`src/rtl/rpn_stack.sv`:
```
// LIFO operand stack for the RPN calculator datapath.
// Edge-detected push/pop strobes; a simultaneous push and pop overwrites the top entry.
module rpn_stack #(
    parameter int WIDTH = 8,
    parameter int DEPTH = 16,
    parameter int PTR_W = 5
) (
    input  logic             CLK,
    input  logic             RST,
    input  logic             PUSH_STB,
    input  logic [WIDTH-1:0] PUSH_DAT,
    output logic             PUSH_ACK,
    output logic             POP_STB,
    output logic [WIDTH-1:0] POP_DAT,
    input  logic             POP_ACK
);

    localparam int AW = $clog2(DEPTH);

    logic [WIDTH-1:0] mem [DEPTH];

    logic [PTR_W-1:0] sp_reg, sp_next;
    logic             push_q_reg;
    logic             pop_q_reg;
    logic             ack_reg, ack_next;
    logic             wr_en;
    logic [AW-1:0]    wr_addr;
    logic [AW-1:0]    top_addr;
    logic             push_ev, pop_ev;
    logic             empty, full;

    assign push_ev  = PUSH_STB & ~push_q_reg;
    assign pop_ev   = POP_ACK & ~pop_q_reg;
    assign empty    = (sp_reg == '0);
    assign full     = (sp_reg == PTR_W'(DEPTH));
    // Low bits wrap correctly even at sp == DEPTH, so no wide subtract is needed.
    assign top_addr = sp_reg[AW-1:0] - AW'(1);

    always_comb begin
        sp_next  = sp_reg;
        ack_next = 1'b0;
        wr_en    = 1'b0;
        wr_addr  = sp_reg[AW-1:0];
        if (push_ev && pop_ev) begin
            wr_en    = 1'b1;
            ack_next = 1'b1;
            if (empty) begin
                wr_addr = '0;
                sp_next = PTR_W'(1);
            end else begin
                wr_addr = top_addr;
            end
        end else if (push_ev) begin
            if (!full) begin
                wr_en    = 1'b1;
                ack_next = 1'b1;
                sp_next  = sp_reg + PTR_W'(1);
            end
        end else if (pop_ev) begin
            if (!empty) begin
                sp_next = sp_reg - PTR_W'(1);
            end
        end
    end

    always_ff @(posedge CLK) begin
        if (RST) begin
            sp_reg     <= '0;
            push_q_reg <= 1'b0;
            pop_q_reg  <= 1'b0;
            ack_reg    <= 1'b0;
        end else begin
            sp_reg     <= sp_next;
            push_q_reg <= PUSH_STB;
            pop_q_reg  <= POP_ACK;
            ack_reg    <= ack_next;
        end
    end

    // Storage has no reset; reset still blocks a write that coincides with it.
    always_ff @(posedge CLK) begin
        if (!RST && wr_en) begin
            mem[wr_addr] <= PUSH_DAT;
        end
    end

    assign PUSH_ACK = ack_reg;
    assign POP_STB  = ~empty;
    assign POP_DAT  = empty ? '0 : mem[top_addr];

endmodule

```
`config.mk`:
```
export PLATFORM = sky130hd
export DESIGN_NAME = rpn_stack
export DESIGN_NICKNAME = d
export VERILOG_FILES = /design/src/rtl/rpn_stack.sv
export SDC_FILE = /design/constraint.sdc
export NUM_CORES = 1
export LEC_CHECK = 0
export CORE_AREA = 8 8 105 107
export CTS_CLUSTER_DIAMETER = 120
export DETAILED_ROUTE_END_ITERATION = 10
export DIE_AREA = 0 0 113 115
export PLACE_DENSITY = 0.8
export SYNTH_ARGS = -nofsm -noshare
export SYNTH_HDL_FRONTEND = slang
export SYNTH_SLANG_ARGS = --single-unit
```
`constraint.sdc`:
```
create_clock -name CLK -period 5.9 [get_ports CLK]
set_clock_uncertainty 0.05 [all_clocks]
set_input_delay 0.59 -clock CLK [delete_from_list [all_inputs] [get_ports CLK]]
set_output_delay 0.59 -clock CLK [all_outputs]
set_load 0.02 [all_outputs]
```
==> results.yml <==
hold_path:
  hold_path.class: "reg -> reg"
timing:
  timing.fmax_mhz: 228
  slew_viol_final: 0
  finalHoldViolations: 0
  rsz0062_at_grt: "no"
  relSlewSlack: 0.257
  finalSetupViolations: 0
  worstMarginPinSlew_ns: 1.11
  fin_crit_sh: 0.744
  fin_crit_ns: 4.39
  finalSetupTns_ns: 0
cells_and_area:
  drive_above_1_share: 0.215
  insertedDiodeCount: 0
  syn_to_final_growth_pct: 15.2
  largest_reg_flops: 128
  nets: 356
global_route:
  grt_max_degree: 43
  grt_pass1_vias: 3058
  grt_pass1_wl_mm: 16.7
  gr-total-overflow: 0
  antenna_found_initial: 0
  track_usage: 0.177
detailed_routing:
  ant_nets: 0
  wl_mm: 10.9
  drcViolationCount: 0
  viasPerCell: 6.31
  drt_iter0_drc: 255
  vias: 2920
  drtPass1Iterations: 4
  wl_per_cell_um: 23.5
cts:
  numCtsBuffers: 17
  cts_tree: "yes"
  cts_setup_buffers: 0
  clk_pin_slew_ns: 0.06
  cts_root_buf: "clkbuf_8"
  clock_latency_ns: 0.52
  cts.hold.buffers_added: 0
  clock-sinks: 136
  post_cts_resized: 0
  htree_num_levels: 4
  clockBufferDepth: 2
logic_synthesis:
  ys_ff_latch: 136
  synth_cells: 309
  syn-num-nets: 327
  syn_area_mm2: 0.00571
  syn_area_per_cell_um2: 18.5
  yosysWarnings: 0
  synth.distinct_cells: 43
  seq_area_frac_synth: 0.702
setup_path:
  cp.arrival_ns: 3.75
  endpoint_kind: "output pin"
  cp-start-kind: "flip-flop"
  cp_max_fo: 25
  crit_type: "reg -> out"
  worstPathRequired_ns: 5.26
pwr:
  peakVddDrop_mv: 0.323
  p_leak_uw: 0.00215
  power_uw: 3640
  p_per_area_mw_per_mm2: 555
flow_run:
  max-cap-violations: 0
die:
  die-area_mm2: 0.0130
  num_rows: 36
  start_util: 0.603
  fp.dieW_um: 113
  fp.coreArea_mm2: 0.00946
  die_h_um: 115
  ios: 22
outcome:
  status: "finished clean"
place:
  post-dp-hpwl_mm: 6.47
  io_buffers: 21
  routabilityCongestion: 0.753
-- per-stage QoR --
step	util	worst slack (ns)	hold slack, ns	cells	area, um2
6_report	0.695	1.51	0.527	463	6570
5_1_grt	0.695	1.33	0.572	463	6570
4_1_cts	0.695	1.47	0.532	463	6570
3_5_place_dp	0.635	2.00	0.515	433	6010
3_3_place_gp	0.635	2.04	0.518	433	6010
2_1_floorplan	-	2.90	0.462	309	5710
-- layout make-up --
type / count / area [um2]
clock buffer: 17 / 414
inverter: 5 / 18.8
fill: 594 / 2890
tap: 114 / 143
multi-input combinational: 154 / 1610
clock inverter: 13 / 148
sequential: 136 / 4010
timing repair buffer: 24 / 233
-- cell usage after synthesis --
| master | count | share of area |
|---|---|---|
| clkbuf_1 | 7 | 0.0046 |
| or3_1 | 2 | 0.0022 |
| xor2_4 | 1 | 0.0048 |
| o21ai_0 | 1 | 0.00088 |
| buf_6 | 2 | 0.0039 |
| a21o_1 | 2 | 0.0026 |
| nor4bb_1 | 1 | 0.0018 |
| a31oi_1 | 1 | 0.0011 |
| buf_2 | 5 | 0.0044 |
| dfxtp_1 | 8 | 0.028 |
| o21bai_1 | 1 | 0.0013 |
| or3b_1 | 1 | 0.0015 |
| nor3_1 | 1 | 0.00088 |
| and2b_1 | 1 | 0.0013 |
| o22ai_1 | 8 | 0.0088 |
| inv_1 | 5 | 0.0033 |
| nor3b_2 | 1 | 0.0022 |
| o31ai_1 | 1 | 0.0013 |
| xnor2_1 | 2 | 0.0031 |
| and3_1 | 1 | 0.0011 |
| a2bb2oi_2 | 1 | 0.0026 |
| o211ai_1 | 1 | 0.0013 |
| nor2b_1 | 5 | 0.0055 |
| nand2b_1 | 6 | 0.0066 |
| nor3_2 | 1 | 0.0018 |
| o21a_1 | 1 | 0.0013 |
| ha_1 | 5 | 0.011 |
| nor4b_2 | 1 | 0.0026 |
| nand3_1 | 6 | 0.0053 |
| xor2_1 | 1 | 0.0015 |
| mux4_2 | 33 | 0.13 |
| nand2_1 | 8 | 0.0053 |
| a211oi_2 | 1 | 0.0022 |
| fa_1 | 1 | 0.0035 |
| o22a_1 | 1 | 0.0015 |
| edfxtp_1 | 128 | 0.67 |
| mux2i_2 | 2 | 0.0048 |
| o31a_1 | 2 | 0.0031 |
| nor2_1 | 25 | 0.016 |
| nand4bb_1 | 1 | 0.0020 |
| a21oi_1 | 10 | 0.0088 |
| mux2i_1 | 16 | 0.028 |
| o32a_1 | 1 | 0.0018 |
-- layout by cell type, fill, tap and decap left out, types with 2 or more instances in the layout --
| master | instances |
|---|---|
| nand3_1 | 6 |
| xnor2_1 | 2 |
| or3_1 | 2 |
| clkdlybuf4s50_1 | 21 |
| a21oi_1 | 10 |
| o31a_1 | 2 |
| clkbuf_16 | 16 |
| nand2_1 | 8 |
| buf_4 | 3 |
| ha_1 | 5 |
| mux2i_2 | 2 |
| inv_1 | 5 |
| mux4_2 | 33 |
| a21o_1 | 2 |
| nor2b_1 | 5 |
| edfxtp_1 | 128 |
| mux2i_1 | 16 |
| bufinv_16 | 2 |
| dfxtp_1 | 7 |
| clkinvlp_4 | 3 |
| o22ai_1 | 8 |
| nand2b_1 | 6 |
| inv_6 | 4 |
| clkinv_2 | 2 |
| nor2_1 | 25 |
-- cell families after synthesis --
family,synth area share
flops,0.702
simple gates,0.0564
mux,0.163
compound gates,0.0386
buf+inv,0.0162
fa+ha+maj,0.0145
xor+xnor,0.00943
-- critical path: stages, from the launching register on --
cell             delay (ns)
dfxtp_1                0.47
inv_1                  0.10
ha_1                   1.04
buf_4                  0.29
buf_4                  0.16
mux4_2                 0.30
mux2i_1                0.16
o22ai_1                0.13
clkdlybuf4s50_1        0.59
-- worst paths after layout --
kind	from	end	slack (ns)	cells after the start
min reg2reg	sp_reg[4]	PUSH_ACK	0.53	1
max reg2reg	sp_reg[1]	mem[0][1]	2.55	6
min	sp_reg[4]	PUSH_ACK	0.53	1
max	sp_reg[1]	POP_DAT[3]	1.51	8
-- per-layer routing --
| metal | part of all wire | global-route usage | wire length, um | vias to the layer above |
|---|---|---|---|---|
| met5 | 0 | 0 | 0 | - |
| met4 | 0.025 | 0.0941 | 270 | 0 |
| met3 | 0.056 | 0.0457 | 612 | 21 |
| met2 | 0.51 | 0.292 | 5520 | 110 |
| met1 | 0.41 | 0.211 | 4480 | 1487 |
| li1 | - | - | - | 1302 |
-- report_power, final --
group | total, uW | switching, uW | internal (uW) | leakage, uW
Combinational | 1470 | 782 | 690 | 0.000658
Clock | 1010 | 406 | 603 | 0.000269
Sequential | 1160 | 55.1 | 1110 | 0.00122
Note: power is estimated with default switching activity, not from simulation.
